===== src/rtl/sram_arb_2x32.sv =====
// ============================================================================
// sram_arb_2x32 : two-master arbiter sharing one SRAM port, burst-limited fairness
// Revision 1.0
// ============================================================================
`default_nettype none

module sram_arb_2x32 #(
    parameter int ADDR_W    = 9,
    parameter int DATA_W    = 32,
    parameter int MAX_BURST = 4
) (
    input  logic                  clock,
    input  logic                  rst_n,
    input  logic [ADDR_W-1:0]     m0_address,
    input  logic [DATA_W/8-1:0]   m0_byteena,
    input  logic [DATA_W-1:0]     m0_data,
    input  logic                  m0_wren,
    input  logic                  m0_ce,
    output logic [DATA_W-1:0]     m0_q,
    output logic                  m0_wait,
    input  logic [ADDR_W-1:0]     m1_address,
    input  logic [DATA_W/8-1:0]   m1_byteena,
    input  logic [DATA_W-1:0]     m1_data,
    input  logic                  m1_wren,
    input  logic                  m1_ce,
    output logic [DATA_W-1:0]     m1_q,
    output logic                  m1_wait,
    output logic [ADDR_W-1:0]     s_address,
    output logic [DATA_W/8-1:0]   s_byteena,
    output logic [DATA_W-1:0]     s_data,
    output logic                  s_wren,
    output logic                  s_ce,
    input  logic [DATA_W-1:0]     s_q,
    input  logic                  s_wait
);

    localparam logic [4:0] c_MAX_BURST = 5'(MAX_BURST);

    typedef enum logic [2:0] {
        S_IDLE = 3'b001,
        S_OWN0 = 3'b010,
        S_OWN1 = 3'b100
    } state_t;

    state_t     r_state;
    logic       r_last_owner;
    logic [3:0] r_burst_cnt;

    logic       w_own0;
    logic       w_own1;
    logic       w_owner_ce;
    logic       w_other_ce;
    logic       w_comp;
    logic [4:0] w_cnt_inc;
    logic [3:0] w_cnt_sat;
    logic       w_burst_done;
    state_t     w_other_state;

    assign w_own0        = (r_state == S_OWN0);
    assign w_own1        = (r_state == S_OWN1);
    assign w_owner_ce    = w_own0 ? m0_ce : m1_ce;
    assign w_other_ce    = w_own0 ? m1_ce : m0_ce;
    assign w_comp        = (w_own0 | w_own1) & w_owner_ce & ~s_wait;
    assign w_cnt_inc     = {1'b0, r_burst_cnt} + 5'd1;
    assign w_cnt_sat     = (r_burst_cnt == 4'hF) ? 4'hF : w_cnt_inc[3:0];
    assign w_burst_done  = (w_cnt_inc >= c_MAX_BURST);
    assign w_other_state = w_own0 ? S_OWN1 : S_OWN0;

    // Slave port and wait/read paths are steered by the registered grant only.
    always_comb begin
        s_address = '0;
        s_byteena = '0;
        s_data    = '0;
        s_wren    = 1'b0;
        s_ce      = 1'b0;
        m0_wait   = 1'b1;
        m1_wait   = 1'b1;
        m0_q      = '0;
        m1_q      = '0;
        if (w_own0) begin
            s_address = m0_address;
            s_byteena = m0_byteena;
            s_data    = m0_data;
            s_wren    = m0_wren;
            s_ce      = m0_ce;
            m0_wait   = s_wait;
            m0_q      = s_q;
        end else if (w_own1) begin
            s_address = m1_address;
            s_byteena = m1_byteena;
            s_data    = m1_data;
            s_wren    = m1_wren;
            s_ce      = m1_ce;
            m1_wait   = s_wait;
            m1_q      = s_q;
        end
    end

    always_ff @(posedge clock or negedge rst_n) begin
        if (!rst_n) begin
            r_state      <= S_IDLE;
            r_last_owner <= 1'b1;
            r_burst_cnt  <= 4'd0;
        end else begin
            case (r_state)
                S_IDLE: begin
                    if (m0_ce && m1_ce)
                        r_state <= r_last_owner ? S_OWN0 : S_OWN1;
                    else if (m0_ce)
                        r_state <= S_OWN0;
                    else if (m1_ce)
                        r_state <= S_OWN1;
                end
                S_OWN0, S_OWN1: begin
                    if (w_comp) begin
                        r_last_owner <= w_own1;
                        if (w_other_ce && w_burst_done) begin
                            r_state     <= w_other_state;
                            r_burst_cnt <= 4'd0;
                        end else begin
                            r_burst_cnt <= w_cnt_sat;
                        end
                    end else if (!w_owner_ce) begin
                        // Owner withdrew without a transfer: release immediately.
                        r_burst_cnt <= 4'd0;
                        r_state     <= w_other_ce ? w_other_state : S_IDLE;
                    end
                end
                default: begin
                    r_state     <= S_IDLE;
                    r_burst_cnt <= 4'd0;
                end
            endcase
        end
    end

endmodule

`default_nettype wire

===== config.mk =====
export PLATFORM = sky130hd
export DESIGN_NAME = sram_arb_2x32
export DESIGN_NICKNAME = d
export VERILOG_FILES = /design/src/rtl/sram_arb_2x32.sv
export SDC_FILE = /design/constraint.sdc
export NUM_CORES = 1
export LEC_CHECK = 0
export CAP_MARGIN = 10
export CORE_AREA = 2 2 94 96
export DETAILED_ROUTE_END_ITERATION = 12
export DIE_AREA = 0 0 96 98
export PLACE_DENSITY = 0.68
export SYNTH_ARGS = -nofsm -noshare
export SYNTH_HDL_FRONTEND = slang
export SYNTH_SLANG_ARGS = --single-unit

===== constraint.sdc =====
create_clock -name clock -period 5.5 [get_ports clock]
set_input_delay 1.1 -clock clock [delete_from_list [all_inputs] [get_ports clock]]
set_output_delay 1.1 -clock clock [all_outputs]
set_load 0.03 [all_outputs]

== Yosys cells after proc, flatten, opt, wreduce, memory -nomap -nowiden ==
Index checks and enable logic that the tools add are counted.
Storage, ports and cells
  input port bits: 129
  output and inout port bits: 113
  word-level logic and storage cells: 56
  register bits after elaboration: 8
Operators by class
  equal/unequal tests: 7
  $lt $le $gt $ge: 1
  reduce and logical (&&, ||, !) cells: 6
  bitwise operators: 5
  multiplexer cells: 33
  $add $sub $neg: 1
Operators with widths (number)
  32-bit two-way mux: 5
  3-bit two-way mux: 9
  4-bit two-way mux: 6
  9-bit two-way mux: 2
  1-bit two-way mux: 9
  4-bit one-hot mux with 2 select lines: 1
  3-bit != test (second input constant): 2
  3-bit one-hot mux with 2 select lines: 1
  4-bit by 1-bit adder with 5-bit output (second input constant): 1
  5-bit by 3-bit >= comparator with 1-bit output (second input constant): 1
  4-bit equality test (second input constant): 1
  4-bit != test (second input constant): 1
  2-bit AND reduction: 2
  3-bit by 1-bit equality test with 1-bit output (second input constant): 1
  3-bit by 2-bit equality test with 1-bit output (second input constant): 1
  3-bit equality test (second input constant): 1
  3-bit AND reduction: 1
  1-bit bitwise AND: 2
  1-bit logical AND: 2
  1-bit NOT: 2
  2-bit OR reduction: 1
  1-bit bitwise OR: 1

== Logic depth before layout (Yosys ltp) ==
  word-level depth: 6
  depth in mapped cells: 6
  depth with buffers taken out: 5

== Worst setup path before layout ==
No wires, ideal clock.
  path kind: reg2out
  from: reg r_state[1]
  to: out s_data[16]
  path slack: 2.650 ns
  stages on the path, launching flop included: 7
  data arrival time: 1.750 ns
  path through: dfrtp_1 > clkbuf_1 > inv_2 > nor3_1 > buf_2 > buf_2 > a22o_1
Between the ends
  cells in the longest elaborated chain, start to end: 3
  elaborated cells between the ends (all ways): 4
  those cells by class: eq/ne: 2; mux: 2
Ends and longest elaborated chain
  start: declaration: line 45  | state_t r_state;
  start signal: assignment: line 108  | r_state <= r_last_owner ? S_OWN0 : S_OWN1;
  start signal: assignment: line 118  | r_state <= w_other_state;
  start signal: assignment: line 126  | r_state <= w_other_ce ? w_other_state : S_IDLE;
  3-bit equality test: line 60  | assign w_own1 = (r_state == S_OWN1);
  32-bit two-way mux: line 88  | end else if (w_own1) begin
  32-bit two-way mux *: line 80  | if (w_own0) begin
  end: declaration: line 30  | output logic [DATA_W-1:0] s_data,
Every way passes the cells marked *; elsewhere a longest branch is shown, timed or not.

== Final worst setup path ==
  from: reg r_state[1]
  to: out s_data[7]
The elaborated chain is that of the path after synthesis.

==> run summary <==
top cells by count, synth: a22o_1, and3_1, and2_1
post-synth top area share: 0.267
Post-synth EDFFs: 0
largest net degree at the start of global routing: 58
met2 usage: 0.282
Finished Layout Cells: 536
final WL: 8210 um
min Tclk post-route: 4.37 ns
Max IR drop VDD: 96.3 uV
CTS Buffer Depth: 2
CORE AREA: 8470 um^2
Rows: 34
dominant synthesized flop cell: dfrtp_1
total power per unit cell area: 289 nW/um^2
GP Congestion: 0.756
fin crit share: 0.794
status: finished clean
WHS: 0.583 ns
Setup crit end kind: output port
Worst Slack Setup Final: 1.13 ns
Die Y: 98 um
total gr overflow: 0
largest fanout on the critical path: 43
dpl cells: 532
min-delay worst type: reg -> reg
global-route wire length before repair: 11,900 um
Final setup viols: 0
total power: 0.00118 W
Die X: 96 um
Layout Nets: 560
Static Leak: 1.64 nW
Gate Count Post-Synth: 205
vias in the first global route: 2,394
most instantiated library cell after synthesis: a22o_1
Synth warnings: 0
Total GRT Usage: 0.155
critical path data required time: 4.40 ns
starting density of the core: 0.182
Syn Nets: 336
ANT cells: 0
CTS Buf Count: 3
Post-CTS Setup Bufs: 0
RSZ-0062 raised after global routing: no
Max Cap Viol: 0
critical path's slowest cell: dfrtp_1
Reg clk slew, reported paths: 0.04 ns
final max-slew violation count: 0
endpoints failing hold: 0
syn avg cell area: 7.51 um^2
Slew HR: 0.289
Worst path top cell family by delay: buffers and inverters
critical path startpoint category: flip-flop
sequential share of the synthesized area: 0.132
CTS root buf: clkbuf_8
CP Cell Sequence: inv_2 -> nor3_2 -> buf_12 -> a22o_1 -> clkdlybuf4s50_1
FMAX: 0.229 GHz
largest area contributor in the netlist: a22o_1
Residual DRC: 0
I/O pins: 242
async set-reset flop share out of synthesis: 1.00
die footprint: 9410 um^2
synthesized cell area: 1540 um^2
PortBufs: 241
number of unique standard cell types used by synthesis: 41
Routed wire per std cell: 15.3 um
Synth area leaders: a22o_1, and3_1, and2_1
Area Overhead vs Synth: 165%
met1 Track Usage GR: 0.184
share of layout cells above drive strength 1: 0.0350
Vias: 2,528
DR iter-0 viols: 46
vias per cell: 4.72
clock skew: 0.00169 ns
Fillers: 832
Routed Antenna Nets: 0
Worst-Margin Slew: 1.07 ns
Hold Buf Count CTS: 0
Resized Gates After CTS: 0
arrival time at the worst endpoint: 3.27 ns
CTS sink cnt: 8
CTS tree: yes
Clock Latency Late Sink: 0.22 ns
Setup TNS: 0 ns
M3 GR Usage: 0.0378
Post-DP HPWL: 6730 um
Synth Register Bits: 8
CP peak stage delay: 1.04 ns
gr busiest metal: met2
H-Tree Depth: 1
initial antenna violation count: 0
TritonRoute pass-1 iters: 4
pre-CTS setup slack: 1.35 ns
crit path buf inv count: 3
WS Path Type: reg -> out
[state kept, by name, indices dropped and copies added, names as in the netlist]
signal	flops
r_burst_cnt	4
r_state	3
r_last_owner	1
[metrics by stage]
| stage | util | instance area [um^2] |
|---|---|---|
| after floorplan | - | 1540 |
| after global placement | 0.477 | 4040 |
| after detailed placement | 0.477 | 4040 |
| after CTS | 0.482 | 4080 |
| after global routing | 0.482 | 4080 |
| final | 0.482 | 4080 |
[layout by cell type (no fill, tap or decap), types with 2 or more instances in the layout]
master | Yosys | final
a21oi_1 | 5 | 5
a22o_1 | 47 | 47
a31oi_1 | 4 | 4
and2_1 | 32 | 32
and3_1 | 34 | 34
buf_4 | 0 | 3
clkbuf_8 | 0 | 3
clkdlybuf4s50_1 | 0 | 241
dfrtp_1 | 6 | 6
dfstp_2 | 2 | 2
ha_1 | 2 | 2
inv_1 | 3 | 3
nand2_1 | 2 | 2
nand2b_1 | 4 | 4
nand3b_1 | 3 | 3
nor2_1 | 5 | 5
nor2b_1 | 2 | 2
o211ai_1 | 3 | 3
o21ai_0 | 2 | 2
[per-layer routing]
metal	vias to the layer above	part of all wire
met5	-	0
met4	0	0.011
met3	10	0.11
met2	145	0.50
met1	1141	0.38
li1	1232	-
[kinds of logic after synthesis]
| family | synth area share |
|---|---|
| and+or+nand+nor | 0.366 |
| buffers and inverters | 0.0756 |
| muxes | 0.0211 |
| AOI/OAI and AO/OA | 0.389 |
| adders and majority gates | 0.0163 |
| DFF | 0.132 |
[tightest hold or removal path: stages (launching register included)]
cell and delay (ns):
dfrtp_1 0.37, o21ai_0 0.09, o21ai_1 0.07
[path summary, 6_finish.rpt]
check	from	to	slack, ns	depth (start not counted)
worst max-delay path	r_state[1]	s_data[7]	1.13	5
min in group asynchronous	rst_n	r_burst_cnt[0]	1.15	1
max in group asynchronous	rst_n	r_state[0]	4.05	1
worst min-delay path	r_burst_cnt[1]	r_burst_cnt[1]	0.58	2
worst max register to register	r_state[1]	r_state[1]	2.89	4
worst min register to register	r_burst_cnt[1]	r_burst_cnt[1]	0.58	2
[area by class of cell]
class	count	area (um^2)	share of cell area
Timing Repair Buffer	245	2450	0.601
Inverter	4	15.0	0.00368
Clock buffer	4	45.0	0.0110
Tap cell	108	135	0.0331
Multi-Input combinational cell	167	1230	0.301
Sequential cell	8	203	0.0496
[where the power goes]
group          switching, W  leakage [nW]  total [W]  internal, W
Combinational      0.000535          1.51   0.000985     0.000450
Clock             0.0000209        0.0228  0.0000709    0.0000500
Sequential        0.0000453         0.103   0.000124    0.0000791
Total              0.000602          1.64    0.00118     0.000579
Note: power is estimated with default switching activity, not from simulation.
